==> src/rtl/token_launch_ctrl_if.sv <==
// token_launch_ctrl_if: sequencer/ring-side signals of the token launcher
//   enable, start, tok_ret : driven by master (sequencer + ring tail)
//   tok_out, tap_sel, busy, done, err : driven by slave (token_launch_ctrl)
interface token_launch_ctrl_if #(parameter int CW = 4);
  logic          enable;
  logic          start;
  logic          tok_ret;
  logic          tok_out;
  logic [CW-1:0] tap_sel;
  logic          busy;
  logic          done;
  logic          err;
  modport master (output enable, start, tok_ret, input tok_out, tap_sel, busy, done, err);
  modport slave  (input enable, start, tok_ret, output tok_out, tap_sel, busy, done, err);
endinterface

==> src/rtl/token_launch_ctrl.sv <==
// token_launch_ctrl: launches one token into the FIR tap ring and checks its return after TAPS hops
//   clk, init (sync active-high reset, ignores enable)
//   bus.enable/start/tok_ret in; bus.tok_out/tap_sel/busy/done/err out
//   TOKEN_REARM_EN: DONE relaunches directly while start is held high
module token_launch_ctrl #(
  parameter int TAPS = 8,
  parameter int CW   = $clog2(TAPS + 1)
) (
  input logic               clk,
  input logic               init,
  token_launch_ctrl_if.slave bus
);
  typedef enum logic [2:0] {IDLE, LAUNCH, CIRC, DONE, ERR} state_t;
  localparam logic [CW-1:0] TAPS_W = CW'(TAPS);
  state_t        state, state_n;
  logic [CW-1:0] hop, hop_n;
  logic          err_q, err_n;
  always_ff @(posedge clk) begin
    if (init) begin
      state <= IDLE;
      hop   <= '0;
      err_q <= 1'b0;
    end else if (bus.enable) begin
      state <= state_n;
      hop   <= hop_n;
      err_q <= err_n;
    end
  end
  // A returning token outside CIRC is spurious: it raises err and blocks a launch in the same cycle.
  always_comb begin
    state_n = state;
    hop_n   = hop;
    err_n   = err_q;
    case (state)
      IDLE, ERR: begin
        if (bus.tok_ret) begin
          state_n = ERR;
          err_n   = 1'b1;
        end else if (bus.start) begin
          state_n = LAUNCH;
          err_n   = 1'b0;
        end
      end
      LAUNCH: begin
        state_n = CIRC;
        hop_n   = CW'(1);
        err_n   = err_q | bus.tok_ret;
      end
      CIRC: begin
        if (hop == TAPS_W) begin
          state_n = bus.tok_ret ? DONE : ERR;
          hop_n   = '0;
          err_n   = err_q | ~bus.tok_ret;
        end else if (bus.tok_ret) begin
          state_n = ERR;
          hop_n   = '0;
          err_n   = 1'b1;
        end else begin
          hop_n   = hop + CW'(1);
        end
      end
      DONE: begin
`ifdef TOKEN_REARM_EN
        state_n = bus.start ? LAUNCH : IDLE;
        err_n   = (err_q & ~bus.start) | bus.tok_ret;
`else
        state_n = IDLE;
        err_n   = err_q | bus.tok_ret;
`endif
      end
      default: state_n = IDLE;
    endcase
  end
  assign bus.tok_out = bus.enable && state == LAUNCH;
  assign bus.done    = bus.enable && state == DONE;
  assign bus.busy    = state == LAUNCH || state == CIRC;
  assign bus.err     = err_q;
  // hop is TAPS on the last CIRC cycle, so hop-1 tops out at TAPS-1
  assign bus.tap_sel = state == CIRC ? hop - CW'(1) : '0;
endmodule
==> src/flat_wrapper.sv <==
// flat-port wrapper written by rule: the top's interface ports become plain ports
module token_launch_ctrl_flat 
#(
  parameter int TAPS = 8,
  parameter int CW   = $clog2(TAPS + 1)
)
  (clk, init, bus_enable, bus_start, bus_tok_ret, bus_tok_out, bus_tap_sel, bus_busy, bus_done, bus_err);
  token_launch_ctrl_if #(.CW(CW)) bus_i ();
  input logic clk;
  input logic init;
  input wire logic [$bits(bus_i.enable)-1:0] bus_enable;
  input wire logic [$bits(bus_i.start)-1:0] bus_start;
  input wire logic [$bits(bus_i.tok_ret)-1:0] bus_tok_ret;
  output wire logic [$bits(bus_i.tok_out)-1:0] bus_tok_out;
  output wire logic [$bits(bus_i.tap_sel)-1:0] bus_tap_sel;
  output wire logic [$bits(bus_i.busy)-1:0] bus_busy;
  output wire logic [$bits(bus_i.done)-1:0] bus_done;
  output wire logic [$bits(bus_i.err)-1:0] bus_err;
  assign bus_i.enable = bus_enable;
  assign bus_i.start = bus_start;
  assign bus_i.tok_ret = bus_tok_ret;
  assign bus_tok_out = bus_i.tok_out;
  assign bus_tap_sel = bus_i.tap_sel;
  assign bus_busy = bus_i.busy;
  assign bus_done = bus_i.done;
  assign bus_err = bus_i.err;
  token_launch_ctrl #(.TAPS(TAPS), .CW(CW)) u_core (.clk(clk), .init(init), .bus(bus_i));
endmodule
==> config.mk <==
export PLATFORM = sky130hd
export DESIGN_NAME = token_launch_ctrl_flat
export DESIGN_NICKNAME = d
export VERILOG_FILES = /design/src/rtl/token_launch_ctrl_if.sv /design/src/rtl/token_launch_ctrl.sv /design/src/flat_wrapper.sv
export SDC_FILE = /design/constraint.sdc
export NUM_CORES = 1
export LEC_CHECK = 0
export ABC_CLOCK_PERIOD_IN_PS = 2200
export CORE_AREA = 2 2 39 41
export DETAILED_ROUTE_END_ITERATION = 8
export DIE_AREA = 0 0 41 43
export HOLD_SLACK_MARGIN = 0.15
export MAX_ROUTING_LAYER = met4
export PLACE_DENSITY = 0.84
export SLEW_MARGIN = 10
export SYNTH_ARGS = -nofsm -noshare
export SYNTH_HDL_FRONTEND = slang
export SYNTH_SLANG_ARGS = --single-unit
export TNS_END_PERCENT = 1
==> constraint.sdc <==
create_clock -name clk -period 2.2 [get_ports clk]
set_input_delay 0.44 -clock clk [delete_from_list [all_inputs] [get_ports clk]]
set_output_delay 0.44 -clock clk [all_outputs]
set_load 0.01 [all_outputs]
; Yosys cells after proc, flatten, opt, wreduce, memory -nomap -nowiden
; Cells that the tools add are included.
[word_totals]
word_cells = 41
output_inout_bits = 8
ff_bits = 8
[op_classes]
muxes = 15
n_reduce_logical = 11
bitwise = 3
addsub = 2
n_eq_ne = 7
[ops]
columns = cell, count
row1 = 3-bit two-way mux, 5
row2 = 4-bit two-way mux, 3
row3 = 3-bit one-hot mux with 3 select lines, 1
row4 = 4-bit one-hot mux with 2 select lines, 1
row5 = "3-bit by 2-bit == test with 1-bit output, second input constant", 2
row6 = "4-bit by 1-bit adder with 4-bit output, second input constant", 1
row7 = "4-bit == test, second input constant", 1
row8 = 1-bit two-way mux, 4
row9 = 4-bit AND reduction, 1
row10 = 2-bit OR reduction, 2
row11 = "4-bit by 1-bit subtractor with 4-bit output, second input constant", 1
row12 = "3-bit by 1-bit == test with 1-bit output, second input constant", 1
row13 = "3-bit == test, second input constant", 1
row14 = 3-bit logical NOT, 1
row15 = "3-bit by 2-bit != test with 1-bit output, second input constant", 1
row16 = "3-bit != test, second input constant", 1
row17 = 1-bit one-hot mux with 3 select lines, 1
row18 = 3-bit AND reduction, 1
row19 = 3-bit nonzero test, 1
row20 = 1-bit logical AND, 2
row21 = 1-bit bitwise OR, 2
row22 = 2-bit AND reduction, 1
row23 = 2-bit nonzero test, 1
row24 = 1-bit logical OR, 1
row25 = 1-bit NOT, 1

; Longest topological paths before layout
[logic_depth]
word_depth = 4
ltp_mapped = 6
mapped_depth_nobuf = 6

; Worst setup path after synthesis
; No wires, ideal clock.
[synth_timing]
path_kind = reg2out
startpoint = register u_core.state[1]
endpoint = output bus_tap_sel[2]
setup_slack_ps = 719
arrival_time_ps = 1041
path_stages_with_launch = 4
n_path_buf = 1
cell_sequence = dfxtp_1 > or3b_1 > buf_2 > nor2_1
[synth_via]
elab_chain_len = 2
[synth_rtl]
columns = item, line
row1 = start: declaration, token_launch_ctrl.sv:15  ; state_t state, state_n;
row2 = start signal: assignment, token_launch_ctrl.sv:24  ; state <= state_n;
row3 = 3-bit by 2-bit == test with 1-bit output, token_launch_ctrl.sv:79  ; assign bus.tap_sel = state == CIRC ? hop - CW'(1) : '0;
row4 = 4-bit two-way mux, token_launch_ctrl.sv:79
row5 = end: declaration, flat_wrapper.sv:15  ; output wire logic [$bits(bus_i.tap_sel)-1:0] bus_tap_sel;
; Every way passes these cells.

; Final worst setup path
[layout_timing]
startpoint = register u_core.state[1]
endpoint = output bus_tap_sel[3]
; The elaborated chain is that of the path after synthesis.

==> impl_metrics.toml <==
[status]
status = "complete, no violations"

[global_route]
grt_pass1_wl_mm = 2.44
grt_pass1_vias = 580
grt_max_degree = 13
grt_use_total_pct = 21.0
overflow = 0
antenna_found_initial = 0

[sta]
finalSetupViolCount = 0
relSlewSlack_pct = 66.3
worst_pin_slew_ns = 0.500
post-route-min-period_ns = 2.11
finalClockSkew_ns = 0.00196
fmax_mhz = 474
final_hold_viol_count = 0
slew_viol_final = 0
finalCritPeriodShare_pct = 96.0
rsz0062_at_grt = "no"

[synthesis]
synth_top_family_by_area = "simple AND/OR/NAND/NOR gates"
syn_area_um2 = 621
synth_top_cell_area_share_pct = 25.8
synth.ff_latch_count = 8
synth_most_common_cell = "nor2_1"
synth_nets = 88
synthTopCellsByArea = "dfxtp_1, ha_1, nor2_1"
synth_fa_ha_area_share_pct = 6.05
synth.avg_cell_area_um2 = 7.76
synth-xor-area-share_pct = 4.23
yosysWarnings = 0
syn_inst = 80
synth-simple-area-share_pct = 33.1
synth_largest_area_cell = "dfxtp_1"
synth_flop_cell = "dfxtp_1"
synth_commonest_cells = "nor2_1, dfxtp_1, a21oi_1, nand2b_1, nand3_1"
synth_compound_area_share_pct = 24.4
synth_cell_types = 34
muxShareOfSynthArea_pct = 0
ys_seq_area_share_pct = 25.8
async_flop_share_pct = 0
synth_enable_flop_cells = 0

[layout]
fin_area_um2 = 820
final_layout_size_suffix_gt1_share_pct = 17.9
antenna_cells = 0
nFillCells = 143
fin_nets = 105
finish.utilization_pct = 59.2
area_growth_pct = 32.1

[clocking]
clk_latency_ns = 0.25
cts.path.max_buffers = 2
cts.clk_slew.worst_paths_ns = 0.05
clock-root-buffer = "clkbuf_4"
cts_sinks = 8
cts_hold_buf = 0
numCtsBuffers = 3
cts_tree = "yes"
h-tree-depth = 1

[placement]
hpwlAfterDp_mm = 1.10
place.gp.congestion = 0.745
dpl-instance-area_um2 = 781
io_buffer_count = 12

[setup_path]
worstSetupStartpointType = "flip-flop"
ff2ff_path_depth = 5
cp-end-kind = "primary output"
path_cells = "or3b_4, nor2_1, clkdlybuf4s50_1"
path_max_fanout = 6
cp.arrival_ns = 1.67
slowest_delay_ns = 0.54
slowest_stage = "clkdlybuf4s50_1"
worstPathRequired_ns = 1.76
crit_start = "u_core.state[1]$_SDFFE_PP0P_"
worstSetupPathType = "flip-flop to primary output"
critPathCapture = "bus_tap_sel[3]"
rrSetupSlack_ns = 0.64
reg2reg_to = "u_core.state[2]$_SDFFE_PP0P_"
r2r_start = "u_core.state[0]$_SDFFE_PP0P_"

[power_and_ir_drop]
power_leakage_nw = 0.349
ir_drop_mv = 0.489
power_density_nw_per_um2 = 434

[detailed_routing]
drc = 0
viasPerCell = 5.67
vias = 629
drtPass1Iterations = 4
wl_mm = 1.44
final_antenna_net_count = 0
drt-initial-drc-count = 13
post_drt_wl_per_cell_um = 13.0

[worst_hold_path]
hold_class = "flip-flop to flip-flop"

[die]
die_h_um = 43
fp.dieW_um = 41
ios = 13
dieArea_um2 = 1760
coreArea_um2 = 1380
num_rows = 14
start_util_pct = 44.8

[flow_run]
drv_cap = 0
-- report_power, final --
part	leakage (nW)	internal (mW)	switching [mW]
clock network	0.0138	0.0621	0.0455
logic	0.269	0.0467	0.0456
registers	0.0664	0.151	0.00487
total	0.349	0.260	0.0960
-- critical path: cells and delay by family (launching register included) --
kind,cells,cell delay (ns)
buffers and inverters,1,0.54
flip-flops,1,0.32
AND/OR/NAND/NOR,2,0.57
-- kinds of logic (layout without fill, tap and decap cells) --
group,Yosys count,count (layout)
DFF,8,8
adders and majority gates,3,3
buffers and inverters,10,25
AOI/OAI and AO/OA,21,21
and+or+nand+nor,35,35
xor gates and xnor gates,3,3
-- registers in the layout, indices dropped and copies added (netlist names) --
name	count
u_core.bus.err	1
u_core.hop	4
u_core.state	3
-- worst min-delay path by stage --
stage / startpoint / depth (start not counted) / to
after floorplan: u_core.bus.err$_SDFFE_PP0P_ / 2 / u_core.bus.err$_SDFFE_PP0P_
after global placement: u_core.bus.err$_SDFFE_PP0P_ / 2 / u_core.bus.err$_SDFFE_PP0P_
after detailed placement: u_core.bus.err$_SDFFE_PP0P_ / 2 / u_core.bus.err$_SDFFE_PP0P_
after CTS: u_core.bus.err$_SDFFE_PP0P_ / 2 / u_core.bus.err$_SDFFE_PP0P_
after global routing: u_core.bus.err$_SDFFE_PP0P_ / 2 / u_core.bus.err$_SDFFE_PP0P_
final: u_core.bus.err$_SDFFE_PP0P_ / 2 / u_core.bus.err$_SDFFE_PP0P_
-- layout by cell type, fill, tap and decap left out, types with 2 or more instances in the layout --
cell             count
nor2_1               9
a31oi_1              3
xnor2_1              3
clkdlybuf4s50_1      9
dfxtp_1              6
nand2_1              3
buf_4                6
nand2b_1             5
clkbuf_4             3
nor3_2               2
dlymetal6s2s_1       2
nand3_1              5
nand3b_1             2
a21oi_1              6
inv_1                4
o31ai_1              2
o21ai_0              2
ha_1                 3
-- cell type report --
class | instances | area (µm²) | share of cell area [%]
multi-input cells | 62 | 428 | 52.2
repair buffers | 18 | 169 | 20.6
flip-flops and latches | 8 | 165 | 20.2
clock buffers | 3 | 22.5 | 2.75
well taps | 16 | 20.0 | 2.44
inverters | 4 | 15.0 | 1.83
-- repair_timing --
action / 4_1_cts / 5_1_grt
pin swaps: 0 / 0
resized for setup: 3 / 5
setup buffers: 0 / 0
endpoints found under the setup margin: 5 / 4
-- per-stage QoR --
stage          TNS [ns]  total power, mW  worst slack, ns  hold WS [ns]  cells
2_1_floorplan         0            0.211            0.719         0.486     80
3_3_place_gp    -0.0348            0.249          -0.0348         0.451    108
3_5_place_dp    -0.0447            0.251          -0.0447         0.485    108
4_1_cts               0            0.363           0.0165         0.493    111
5_1_grt               0            0.384       0.00000200         0.513    111
6_report              0            0.356           0.0882         0.477    111
-- metal layers --
layer	global-route usage, %	up-vias	wire (µm)
met5	-	-	0
met4	4.00	0	6
li1	-	320	-
met2	33.1	18	719
met1	23.8	289	612
met3	9.42	2	103
Power figures use the tool's default switching activity.
